==> config.mk <==
export PLATFORM = sky130hd
export DESIGN_NAME = spi_slave_gen
export DESIGN_NICKNAME = d
export VERILOG_FILES = /design/src/rtl/spi_slave_pkg.sv /design/src/rtl/spi_tx_serializer.sv /design/src/rtl/spi_slave_gen.sv
export SDC_FILE = /design/constraint.sdc
export NUM_CORES = 1
export LEC_CHECK = 0
export CAP_MARGIN = 5
export CORE_MARGIN = 1.5
export CORE_UTILIZATION = 50
export CTS_BUF_LIST = sky130_fd_sc_hd__clkbuf_8 sky130_fd_sc_hd__clkbuf_16
export DETAILED_ROUTE_END_ITERATION = 16
export GPL_TIMING_DRIVEN = 0
export PLACE_DENSITY = 0.73
export SLEW_MARGIN = 10
export SYNTH_ARGS = -nofsm -noshare
export SYNTH_HDL_FRONTEND = slang
export SYNTH_SLANG_ARGS = --single-unit
==> constraint.sdc <==
create_clock -name clk -period 2.6 [get_ports clk]
set_input_delay 0.78 -clock clk [delete_from_list [all_inputs] [get_ports clk]]
set_output_delay 0.78 -clock clk [all_outputs]
set_load 0.005 [all_outputs]
==> src/rtl/spi_slave_pkg.sv <==
// Shared definitions for the SPI slave: FSM state encoding and command codes.
package spi_slave_pkg;

  typedef logic [2:0] state_t;

  localparam state_t ST_IDLE      = 3'd0;
  localparam state_t ST_CHK_CMD   = 3'd1;
  localparam state_t ST_WRITE     = 3'd2;
  localparam state_t ST_READ_ADD  = 3'd3;
  localparam state_t ST_READ_DATA = 3'd4;

  typedef logic [1:0] cmd_t;

  localparam cmd_t CMD_WR_ADDR = 2'b00;
  localparam cmd_t CMD_WR_DATA = 2'b01;
  localparam cmd_t CMD_RD_ADDR = 2'b10;
  localparam cmd_t CMD_RD_DATA = 2'b11;

endpackage

==> src/rtl/spi_tx_serializer.sv <==
// MISO parallel-to-serial shifter: loads a word and emits it MSB first, one bit per cycle.
module spi_tx_serializer #(
  parameter int unsigned DATA_W = 8
) (
  input  logic              clk,
  input  logic              rst_n,
  input  logic              clear,
  input  logic              load,
  input  logic [DATA_W-1:0] data,
  output logic              miso
);

  localparam int unsigned CNT_W = $clog2(DATA_W);

  logic [DATA_W-1:0] shreg_q;
  logic [CNT_W-1:0]  left_q;

  // MSB goes out the cycle after load; left_q counts the bits still queued
  always_ff @(posedge clk or negedge rst_n) begin
    if (!rst_n) begin
      miso    <= 1'b0;
      shreg_q <= '0;
      left_q  <= '0;
    end else if (clear) begin
      miso    <= 1'b0;
      shreg_q <= '0;
      left_q  <= '0;
    end else if (load) begin
      miso    <= data[DATA_W-1];
      shreg_q <= {data[DATA_W-2:0], 1'b0};
      left_q  <= CNT_W'(DATA_W - 1);
    end else if (left_q != '0) begin
      miso    <= shreg_q[DATA_W-1];
      shreg_q <= {shreg_q[DATA_W-2:0], 1'b0};
      left_q  <= left_q - CNT_W'(1);
    end else begin
      miso    <= 1'b0;
    end
  end

endmodule

==> src/rtl/spi_slave_gen.sv <==
// SPI slave frame receiver with read-data serializer.
// Optional macro SPI_SLAVE_FRAME_ERR_EN enables the frame_err pulse logic.
module spi_slave_gen
  import spi_slave_pkg::*;
#(
  parameter int unsigned DATA_W      = 8,
  parameter int unsigned TX_WAIT_MAX = 15
) (
  input  logic              clk,
  input  logic              rst_n,
  input  logic              SS_n,
  input  logic              MOSI,
  input  logic [DATA_W-1:0] tx_data,
  input  logic              tx_valid,
  output logic              MISO,
  output logic [DATA_W+1:0] rx_data,
  output logic              rx_valid,
  output logic              frame_err
);

  localparam int unsigned FRAME_W = DATA_W + 2;
  localparam int unsigned CNT_W   = $clog2(FRAME_W + 1);
  localparam int unsigned WAIT_W  = $clog2(TX_WAIT_MAX + 1);

  state_t             state_q;
  state_t             state_d;
  logic [CNT_W-1:0]   bit_cnt_q;
  logic [FRAME_W-2:0] shift_q;
  logic               read_flag_q;
  logic               waiting_q;
  logic [WAIT_W-1:0]  wait_cnt_q;

  logic abort_c;
  logic sample_c;
  logic last_c;
  logic load_c;
  logic timeout_c;

  always_ff @(posedge clk or negedge rst_n) begin
    if (!rst_n) state_q <= ST_IDLE;
    else        state_q <= state_d;
  end

  // Next state plus per-cycle datapath strobes; SS_n high always wins
  always_comb begin
    state_d   = state_q;
    abort_c   = 1'b0;
    sample_c  = 1'b0;
    last_c    = 1'b0;
    load_c    = 1'b0;
    timeout_c = 1'b0;
    case (state_q)
      ST_IDLE: begin
        if (!SS_n) state_d = ST_CHK_CMD;
      end
      ST_CHK_CMD: begin
        if (SS_n)            state_d = ST_IDLE;
        else if (!MOSI)      state_d = ST_WRITE;
        else if (read_flag_q) state_d = ST_READ_DATA;
        else                 state_d = ST_READ_ADD;
      end
      ST_WRITE, ST_READ_ADD, ST_READ_DATA: begin
        if (SS_n) state_d = ST_IDLE;
      end
      default: state_d = ST_IDLE;
    endcase
    if (state_q != ST_IDLE) begin
      abort_c  = SS_n;
      sample_c = !SS_n && (bit_cnt_q != CNT_W'(FRAME_W));
      last_c   = sample_c && (bit_cnt_q == CNT_W'(FRAME_W - 1));
    end
    load_c    = waiting_q && !SS_n && tx_valid;
    timeout_c = waiting_q && !SS_n && !tx_valid
                && (wait_cnt_q == WAIT_W'(TX_WAIT_MAX - 1));
  end

  // Frame shift/count, rx handoff, read_flag and tx_valid wait window
  always_ff @(posedge clk or negedge rst_n) begin
    if (!rst_n) begin
      bit_cnt_q   <= '0;
      shift_q     <= '0;
      rx_data     <= '0;
      rx_valid    <= 1'b0;
      read_flag_q <= 1'b0;
      waiting_q   <= 1'b0;
      wait_cnt_q  <= '0;
    end else begin
      rx_valid <= 1'b0;
      if (abort_c) begin
        bit_cnt_q  <= '0;
        shift_q    <= '0;
        waiting_q  <= 1'b0;
        wait_cnt_q <= '0;
      end else begin
        if (sample_c) begin
          shift_q   <= {shift_q[FRAME_W-3:0], MOSI};
          bit_cnt_q <= bit_cnt_q + CNT_W'(1);
        end
        if (last_c) begin
          rx_data  <= {shift_q, MOSI};
          rx_valid <= 1'b1;
          if (state_q == ST_READ_ADD)  read_flag_q <= 1'b1;
          if (state_q == ST_READ_DATA) read_flag_q <= 1'b0;
        end
        // Wait window opens the cycle after the rx_valid pulse
        if (rx_valid && (state_q == ST_READ_DATA)) begin
          waiting_q  <= 1'b1;
          wait_cnt_q <= '0;
        end else if (load_c || timeout_c) begin
          waiting_q  <= 1'b0;
        end else if (waiting_q) begin
          wait_cnt_q <= wait_cnt_q + WAIT_W'(1);
        end
      end
    end
  end

`ifdef SPI_SLAVE_FRAME_ERR_EN
  always_ff @(posedge clk or negedge rst_n) begin
    if (!rst_n) frame_err <= 1'b0;
    else        frame_err <= (abort_c && (bit_cnt_q != CNT_W'(FRAME_W))) || timeout_c;
  end
`else
  assign frame_err = 1'b0;
`endif

  spi_tx_serializer #(
    .DATA_W (DATA_W)
  ) u_tx_ser (
    .clk   (clk),
    .rst_n (rst_n),
    .clear (abort_c),
    .load  (load_c),
    .data  (tx_data),
    .miso  (MISO)
  );

endmodule

=== Word level (Yosys, flattened, before mapping) ===
Cells that the tools add are included.

* Register bits: 45
* Bits in latches: 0
* Bits in writable memories: 0
* ROM bits: 0
* Input bits: 13
* Output and inout bits: 13
* Logic and storage cells: 81
* Memories kept: 0

* $add $sub $neg: 3
* Multiply operators: 0
* Div/mod/pow operators: 0
* Order comparisons: 0
* Equality and inequality tests: 10
* Shift-type cells: 0
* Mux-type cells: 33
* Bitwise logic cells: 1
* Reduce and logical (&&, ||, !) cells: 23

{| class="wikitable"
|+ Operators with widths
! cell !! number
|-
| 3-bit two-way mux || 8
|-
| 4-bit two-way mux || 6
|-
| 8-bit two-way mux || 3
|-
| 9-bit two-way mux || 2
|-
| 3-bit nonzero test || 5
|-
| 1-bit two-way mux || 13
|-
| 3-bit one-hot mux with 3 select lines || 1
|-
| 4-bit by 1-bit adder with 4-bit output (second input constant) || 2
|-
| 4-bit == test (second input constant) || 2
|-
| 1-bit logical AND || 7
|-
| 3-bit by 2-bit == test with 1-bit output (second input constant) || 2
|-
| 2-bit AND reduction || 3
|-
| 2-bit != test (second input constant) || 2
|-
| 4-bit != test (second input constant) || 1
|-
| 2-bit nonzero test || 2
|-
| 3-bit by 1-bit == test with 1-bit output (second input constant) || 1
|-
| 3-bit == test (second input constant) || 1
|-
| 3-bit logical NOT || 1
|-
| 3-bit != test (second input constant) || 1
|-
| 3-bit AND reduction || 1
|-
| 3-bit OR reduction || 1
|-
| 3-bit by 1-bit subtractor with 3-bit output (second input constant) || 1
|-
| 1-bit logical NOT || 2
|-
| 1-bit logical OR || 1
|-
| 1-bit inverter || 1
|}

=== Longest topological paths before layout ===
Gate-level depths: netlist of run 1.

* Depth in word-level cells: 8
* Mapped depth: 6
* Mapped depth without buffers: 5

=== Hierarchy ===
A second synthesis of run 1 with hierarchy kept.

* Cell total of the unflattened synthesis: 189
* Area, all modules: 2183.3 µm²

{| class="wikitable"
|+ Modules (own cells, without submodules)
! module !! instances !! cells each !! area an instance (µm²) !! seq. area each (µm²)
|-
| spi_slave_gen || 1 || 137 || 1611.5 || 825.8
|-
| spi_tx_serializer || 1 || 52 || 571.8 || 275.3
|}

=== Least setup slack after synthesis of run 1 ===
No wires, ideal clock.

* Path type: input port to flip-flop
* Start: input SS_n
* End: register rx_data[1]
* Library setup time: 125 ps
* Arrival time: 1688 ps
* Required time: 2475 ps
* Path slack: 788 ps
* Cell stages on the path: 4
* Path buffers: 2
* Path through: buf_2 > nor3_1 > buf_4 > mux2_2

* Longest elaborated chain between the ends: 5
* Elaborated cells on any way between the ends: 7
* Those cells by class: mux: 2; bitwise: 1; reduce/logical: 4

{| class="wikitable"
|+ Ends and longest elaborated chain
! element !! line !! RTL
|-
| start: declaration || spi_slave_gen.sv:11 || <nowiki>input logic SS_n,</nowiki>
|-
| 1-bit logical NOT || spi_slave_gen.sv:69 || <nowiki>sample_c = !SS_n && (bit_cnt_q != CNT_W'(FRAME_W));</nowiki>
|-
| 1-bit logical AND || spi_slave_gen.sv:69 ||
|-
| 1-bit logical AND || spi_slave_gen.sv:70 || <nowiki>last_c = sample_c && (bit_cnt_q == CNT_W'(FRAME_W - 1));</nowiki>
|-
| 1-bit two-way mux || spi_slave_gen.sv:67 || <nowiki>if (state_q != ST_IDLE) begin</nowiki>
|-
| 2-bit AND reduction (no line) (*) || n/a ||
|-
| end signal: assignment || spi_slave_gen.sv:100 || <nowiki>rx_data <= {shift_q, MOSI};</nowiki>
|-
| end: declaration || spi_slave_gen.sv:16 || <nowiki>output logic [DATA_W+1:0] rx_data,</nowiki>
|}

Every way passes the cells marked *; elsewhere a longest branch is shown, timed or not.
A chain may end at the register's enable or synchronous reset.

=== Worst setup path after layout of run 1 ===
* Start: register bit_cnt_q[0]
* End: register rx_data[2]

* Longest elaborated chain between the ends: 5
* Elaborated cells on any way between the ends: 6
* Those cells by class: eq/ne: 2; mux: 1; reduce/logical: 3

{| class="wikitable"
|+ Ends and longest elaborated chain
! element !! line !! RTL
|-
| start: declaration || spi_slave_gen.sv:27 || <nowiki>logic [CNT_W-1:0] bit_cnt_q;</nowiki>
|-
| start signal: assignment || spi_slave_gen.sv:97 || <nowiki>bit_cnt_q <= bit_cnt_q + CNT_W'(1);</nowiki>
|-
| 4-bit != test || spi_slave_gen.sv:69 ||
|-
| 1-bit logical AND || spi_slave_gen.sv:69 ||
|-
| 1-bit logical AND (*) || spi_slave_gen.sv:70 ||
|-
| 1-bit two-way mux (*) || spi_slave_gen.sv:67 ||
|-
| 2-bit AND reduction (no line) (*) || n/a ||
|}

Marked as above.

==> results of run 1 <==
final cells by class:
cell class                 instances  area (um2)
timing repair buffer              24         245
multi-input combinational        130         913
tap                               50        62.6
buffer                            10        62.6
clock inverter                     2        11.3
fill                             340        1530
inverter                          21        78.8
sequential                        44        1100
clock buffer                       6        82.6
sequential cells by signal, indices dropped and copies added (netlist names):
register and count:
rx_data 10, shift_q 9, u_tx_ser.shreg_q 7, bit_cnt_q 4
wait_cnt_q 4, state_q 3, u_tx_ser.left_q 3, read_flag_q 1
rx_valid 1, u_tx_ser.miso 1, waiting_q 1
synthesized netlist by cell type (4+ instances only):
cell type / count
o31ai_1: 4
nand2_1: 24
dfrtp_1: 44
a311oi_1: 6
a21oi_1: 11
nor2_1: 11
mux2_2: 11
a31oi_1: 5
nand3_1: 5
inv_1: 21
mux2i_1: 12
o21ai_0: 5
ha_1: 7
clkbuf_1: 4
worst max-delay path: stages, from the launching register on:
cell and delay [ps]:
dfrtp_1 460, inv_1 70, ha_1 240, nand4bb_1 220, nor3_1 290, buf_4 250
mux2_2 350
metrics by stage:
step	hold WS, ps	utilization	power, uW	cells	setup slack (ps)
finish	422	0.626	1860	287	612
global route	451	0.626	2000	287	461
CTS	434	0.626	1880	287	584
detailed placement	498	0.603	1440	279	390
global placement	493	0.599	1420	278	-471
floorplan	479	-	1280	205	788
cell families after synthesis:
logic type               after synthesis  synth area share
AO/OA/AOI/OAI                         40             0.126
buffers and inverters                 31            0.0656
AND/OR/NAND/NOR                       58             0.138
flip-flops                            44             0.511
XOR/XNOR                               1           0.00406
other                                  1           0.00174
multiplexers                          23             0.113
adder cells (fa/ha/maj)                7            0.0406
routing by layer:
| layer | wire length, um | up-vias | track usage |
|---|---|---|---|
| li1 | - | 775 | - |
| met5 | 0 | - | 0 |
| met1 | 1830 | 734 | 0.239 |
| met4 | 34 | 0 | 0.0525 |
| met3 | 164 | 5 | 0.0438 |
| met2 | 1720 | 31 | 0.282 |
worst paths after layout:
check,from,to,cells after the start
setup / recovery,bit_cnt_q[0]$_DFFE_PN0P_,rx_data[2]$_DFFE_PN0P_,6
hold / removal,rst_n,wait_cnt_q[1]$_DFFE_PN0P_,1
setup reg to reg,bit_cnt_q[0]$_DFFE_PN0P_,rx_data[2]$_DFFE_PN0P_,6
hold reg to reg,rx_data[0]$_DFFE_PN0P_,rx_data[0]$_DFFE_PN0P_,1
max in group asynchronous,rst_n,rx_data[7]$_DFFE_PN0P_,2
min in group clk,rx_data[0]$_DFFE_PN0P_,rx_data[0]$_DFFE_PN0P_,1
power groups by stage:
stage | combinational (uW) | clock (uW) | sequential [uW]
floorplan | 409 | 0 | 872
global placement | 531 | 0 | 891
detailed placement | 547 | 0 | 891
CTS | 549 | 451 | 879
global route | 620 | 481 | 895
finish | 541 | 438 | 878
==> results_dict.tcl, run 1 <==
set metrics [dict create \
    routed_wl_um 3750 \
    grt.overflow.total 0 \
    power.density_mw_per_mm2 726 \
    p_seq_frac 0.473 \
    p_switching_uw 604 \
    clkSinkCount 44 \
    cts_buffer_depth 2 \
    yosysTopAreaCell "dfrtp_1" \
    cts_hold_buf 0 \
    wire_per_inst_um 13.1 \
    ys_ff_latch 44 \
    final_area_mm2 0.00256 \
    final_common_cell "dfrtp_1" \
    layout.nets 256 \
    rrSetupSlack_ps 610 \
    syn_area_mm2 0.00216 \
    fmax_ghz 0.503 \
    fp.dieH_um 68.7 \
    outcome "complete, no violations" \
    drive_above_1_share 0.118 \
    ant_nets 0 \
    rows 23 \
    fin_crit_ps 1990 \
    vias 1545 \
    start_util 0.528 \
    drv_cap 0 \
    path_clk_slew_ps 80 \
    max-vdd-ir-drop_mv 0.466 \
    grt_max_degree 27 \
    p_int_uw 1250 \
    grt_pass1_wl_um 6200 \
    dpl.hpwl_um 2670 \
    synth_edf_count 0 \
    p_leak_uw 0.00117 \
    slew_viol_final 0 \
    p_clk_frac 0.236 \
    syn-num-nets 225 \
    cts_resized 0 \
    rsz0062_at_grt "false" \
    required_ps 2770 \
    syn_avg_cell_area_um2 10.5 \
    post_cts_buffers 0 \
    final_cell_mix "dfrtp_1, nand2_1, inv_1, clkdlybuf4s50_1, mux2i_1" \
    ys_seq_area_frac 0.511 \
    antenna_found_initial 0 \
    area_growth_pct 18.6 \
    worst_skew_pair.late_latency_ps 290 \
    synth_area_leaders "dfrtp_1, mux2_2, mux2i_1, nand2_1, ha_1" \
    grt_usage 0.177 \
    hold_path.class "in -> async" \
    finalHoldViolations 0 \
    combPwrFrac 0.291 \
    synth_top_area_share 0.511 \
    worstPathArrival_ps 2160 \
    tritoncts "done" \
    drc_errors 0 \
    dr.pass1.iters 4 \
    synthFlopType "dfrtp_1" \
    cp_max_fo 10 \
    p_sw_frac 0.325 \
    end_kind "flop" \
    ys_async_sr_fraction 1.00 \
    die-area_mm2 0.00471 \
    first_iter_violations 133 \
    die_w_um 68.7 \
    num_antenna_cells 0 \
    netlist_instances 205 \
    placed_area_mm2 0.00246 \
    finalCritPeriodShare 0.765 \
    vias_per_cell 5.38 \
    ys_warn_count 0 \
    yosys.cell_types.count 39 \
    timing.setup.tns_ps 0 \
    core-area_mm2 0.00409 \
    cts_made_buffers 5 \
    clock-skew-final_ps 11.4 \
    io_buffers 23 \
    critPathKind "reg -> reg" \
    grt_pass1_vias 1384 \
    startpoint_type "flop" \
    gp_congestion 0.773 \
    io_pins 26 \
    cts-root-buf "clkbuf_8" \
    htreeDepth 2 \
    setup_viol 0 \
]
Note: power is estimated with default switching activity, not from simulation.
==> run 2, diff against run 1 <==
==> constraint.sdc (replaced) <==
create_clock -name clk -period 2.05 [get_ports clk]
set_input_delay 0.615 -clock clk [delete_from_list [all_inputs] [get_ports clk]]
set_output_delay 0.615 -clock clk [all_outputs]
set_load 0.005 [all_outputs]
==> run 2 against run 1 <==
Against the previous run: fmax increased by 5.7%; critical path depth unchanged; cell area increased by 0.24%; count of clock-buffer cells in the layout did not move; clock power increased by 26%; worst setup slack worse by 440 ps; clock skew up 1.2 ps; non-clock buffer count did not move; sequential power up 28%; flip-flop and latch count did not move; largest cell class unchanged.
==> results_dict.tcl, run 2 (synthesized netlist as in run 1, its figures left out) <==
set metrics [dict create \
    worst_skew_pair.late_latency_ps 290 \
    grt.overflow.total 0 \
    area_growth_pct 18.9 \
    cts-root-buf "clkbuf_8" \
    layout.nets 256 \
    drv_cap 0 \
    p_switching_uw 764 \
    grt_usage 0.177 \
    critPathKind "reg -> reg" \
    timing.setup.tns_ps 0 \
    combPwrFrac 0.292 \
    vias_per_cell 5.39 \
    dpl.hpwl_um 2670 \
    placed_cells 279 \
    hold_path.class "in -> async" \
    outcome "complete, no violations" \
    drc_errors 0 \
    tritoncts "done" \
    grt_pass1_wl_um 6200 \
    ant_nets 0 \
    p_seq_frac 0.474 \
    start_util 0.528 \
    finalCritPeriodShare 0.918 \
    p_leak_uw 0.00117 \
    wire_per_inst_um 13.1 \
    final_cell_mix "dfrtp_1, nand2_1, inv_1, clkdlybuf4s50_1, mux2i_1" \
    fin_crit_ps 1880 \
    die_w_um 68.7 \
    p_clk_frac 0.234 \
    slew_viol_final 0 \
    seq_area_mm2 0.00110 \
    antenna_found_initial 0 \
    vias 1547 \
    startpoint_type "flop" \
    grt_max_degree 27 \
    routed_wl_um 3760 \
    rows 23 \
    num_antenna_cells 0 \
    multi_input_area_um2 918 \
    drive_above_1_share 0.127 \
    p_int_uw 1590 \
    final_cells 287 \
    power.density_mw_per_mm2 919 \
    grt_pass1_vias 1384 \
    final_common_cell "dfrtp_1" \
    cts_buffer_depth 2 \
    setup_viol 0 \
    final_util 0.627 \
    regMostFlops "rx_data" \
    clock-skew-final_ps 12.6 \
    p_sw_frac 0.324 \
    worstPathArrival_ps 2050 \
    io_buffers 23 \
    post_cts_buffers 0 \
    required_ps 2220 \
    cp_max_fo 10 \
    path_clk_slew_ps 80 \
    end_kind "flop" \
    fillers 338 \
    max-vdd-ir-drop_mv 0.595 \
    gp_congestion 0.773 \
    reg_top3 "rx_data x10, shift_q x9, u_tx_ser.shreg_q x7" \
    fmax_ghz 0.532 \
    first_iter_violations 131 \
    largest_reg_flops 10 \
    dr.pass1.iters 4 \
    io_pins 26 \
    htreeDepth 2 \
    fp.dieH_um 68.7 \
    finalHoldViolations 0 \
    cts_made_buffers 5 \
    rsz0062_at_grt "false" \
    die-area_mm2 0.00471 \
    core-area_mm2 0.00409 \
    clkSinkCount 44 \
]
run 2: cell counts in the layout (fill, tap and decap cells not counted):
Identical to the previous run, type by type.
run 2: worst paths after layout:
| path | startpoint | to | slack (ps) | depth (start not counted) |
|---|---|---|---|---|
| min in group clk | rx_data[0]$_DFFE_PN0P_ | rx_data[0]$_DFFE_PN0P_ | 510 | 1 |
| max | bit_cnt_q[0]$_DFFE_PN0P_ | rx_data[2]$_DFFE_PN0P_ | 170 | 6 |
| max reg2reg | bit_cnt_q[0]$_DFFE_PN0P_ | rx_data[2]$_DFFE_PN0P_ | 170 | 6 |
| max in group asynchronous | rst_n | bit_cnt_q[0]$_DFFE_PN0P_ | 1290 | 2 |
| min | rst_n | wait_cnt_q[1]$_DFFE_PN0P_ | 260 | 1 |
| min reg2reg | rx_data[0]$_DFFE_PN0P_ | rx_data[0]$_DFFE_PN0P_ | 510 | 1 |
run 2: metrics by stage:
stage	cell area, um2	hold slack, ps	total power, uW	setup slack, ps
floorplan	2160	319	1620	265
global placement	2450	493	1800	-856
detailed placement	2460	498	1820	4.57
CTS	2560	269	2380	33.5
global route	2560	286	2540	62.9
finish	2560	258	2360	169
run 2: cell type report:
type / count / area share
multi-input cells: 130 / 0.358
inverters: 21 / 0.0307
flip-flops and latches: 44 / 0.430
plain buffers: 10 / 0.0244
clock buffers: 6 / 0.0322
clock inverters: 2 / 0.00439
well taps: 50 / 0.0244
repair buffers: 24 / 0.0957
run 2: power groups by stage:
stage               clock network [uW]  logic [uW]  registers (uW)
floorplan                            0         518            1110
global placement                     0         674            1130
detailed placement                   0         694            1130
CTS                                572         696            1110
global route                       610         789            1140
finish                             552         688            1120
run 2: timing repair:
| action | CTS | global route |
|---|---|---|
| gates resized for setup | 0 | 2 |
| hold buffers | 0 | 0 |
| endpoints found under the setup margin | 0 | 9 |
run 2: worst max-delay path, stage by stage (launching register included):
cell       delay, ps
dfrtp_2          430
inv_1             60
ha_1             240
nand4bb_1        240
nor3_2           230
buf_4            220
mux2_2           350
run 2: layer usage:
| metal | track usage | part of all wire | routed length (um) |
|---|---|---|---|
| met2 | 0.282 | 0.46 | 1730 |
| met1 | 0.239 | 0.49 | 1830 |
| met5 | 0 | 0 | 0 |
| met4 | 0.0525 | 0.0091 | 34 |
| met3 | 0.0438 | 0.043 | 162 |
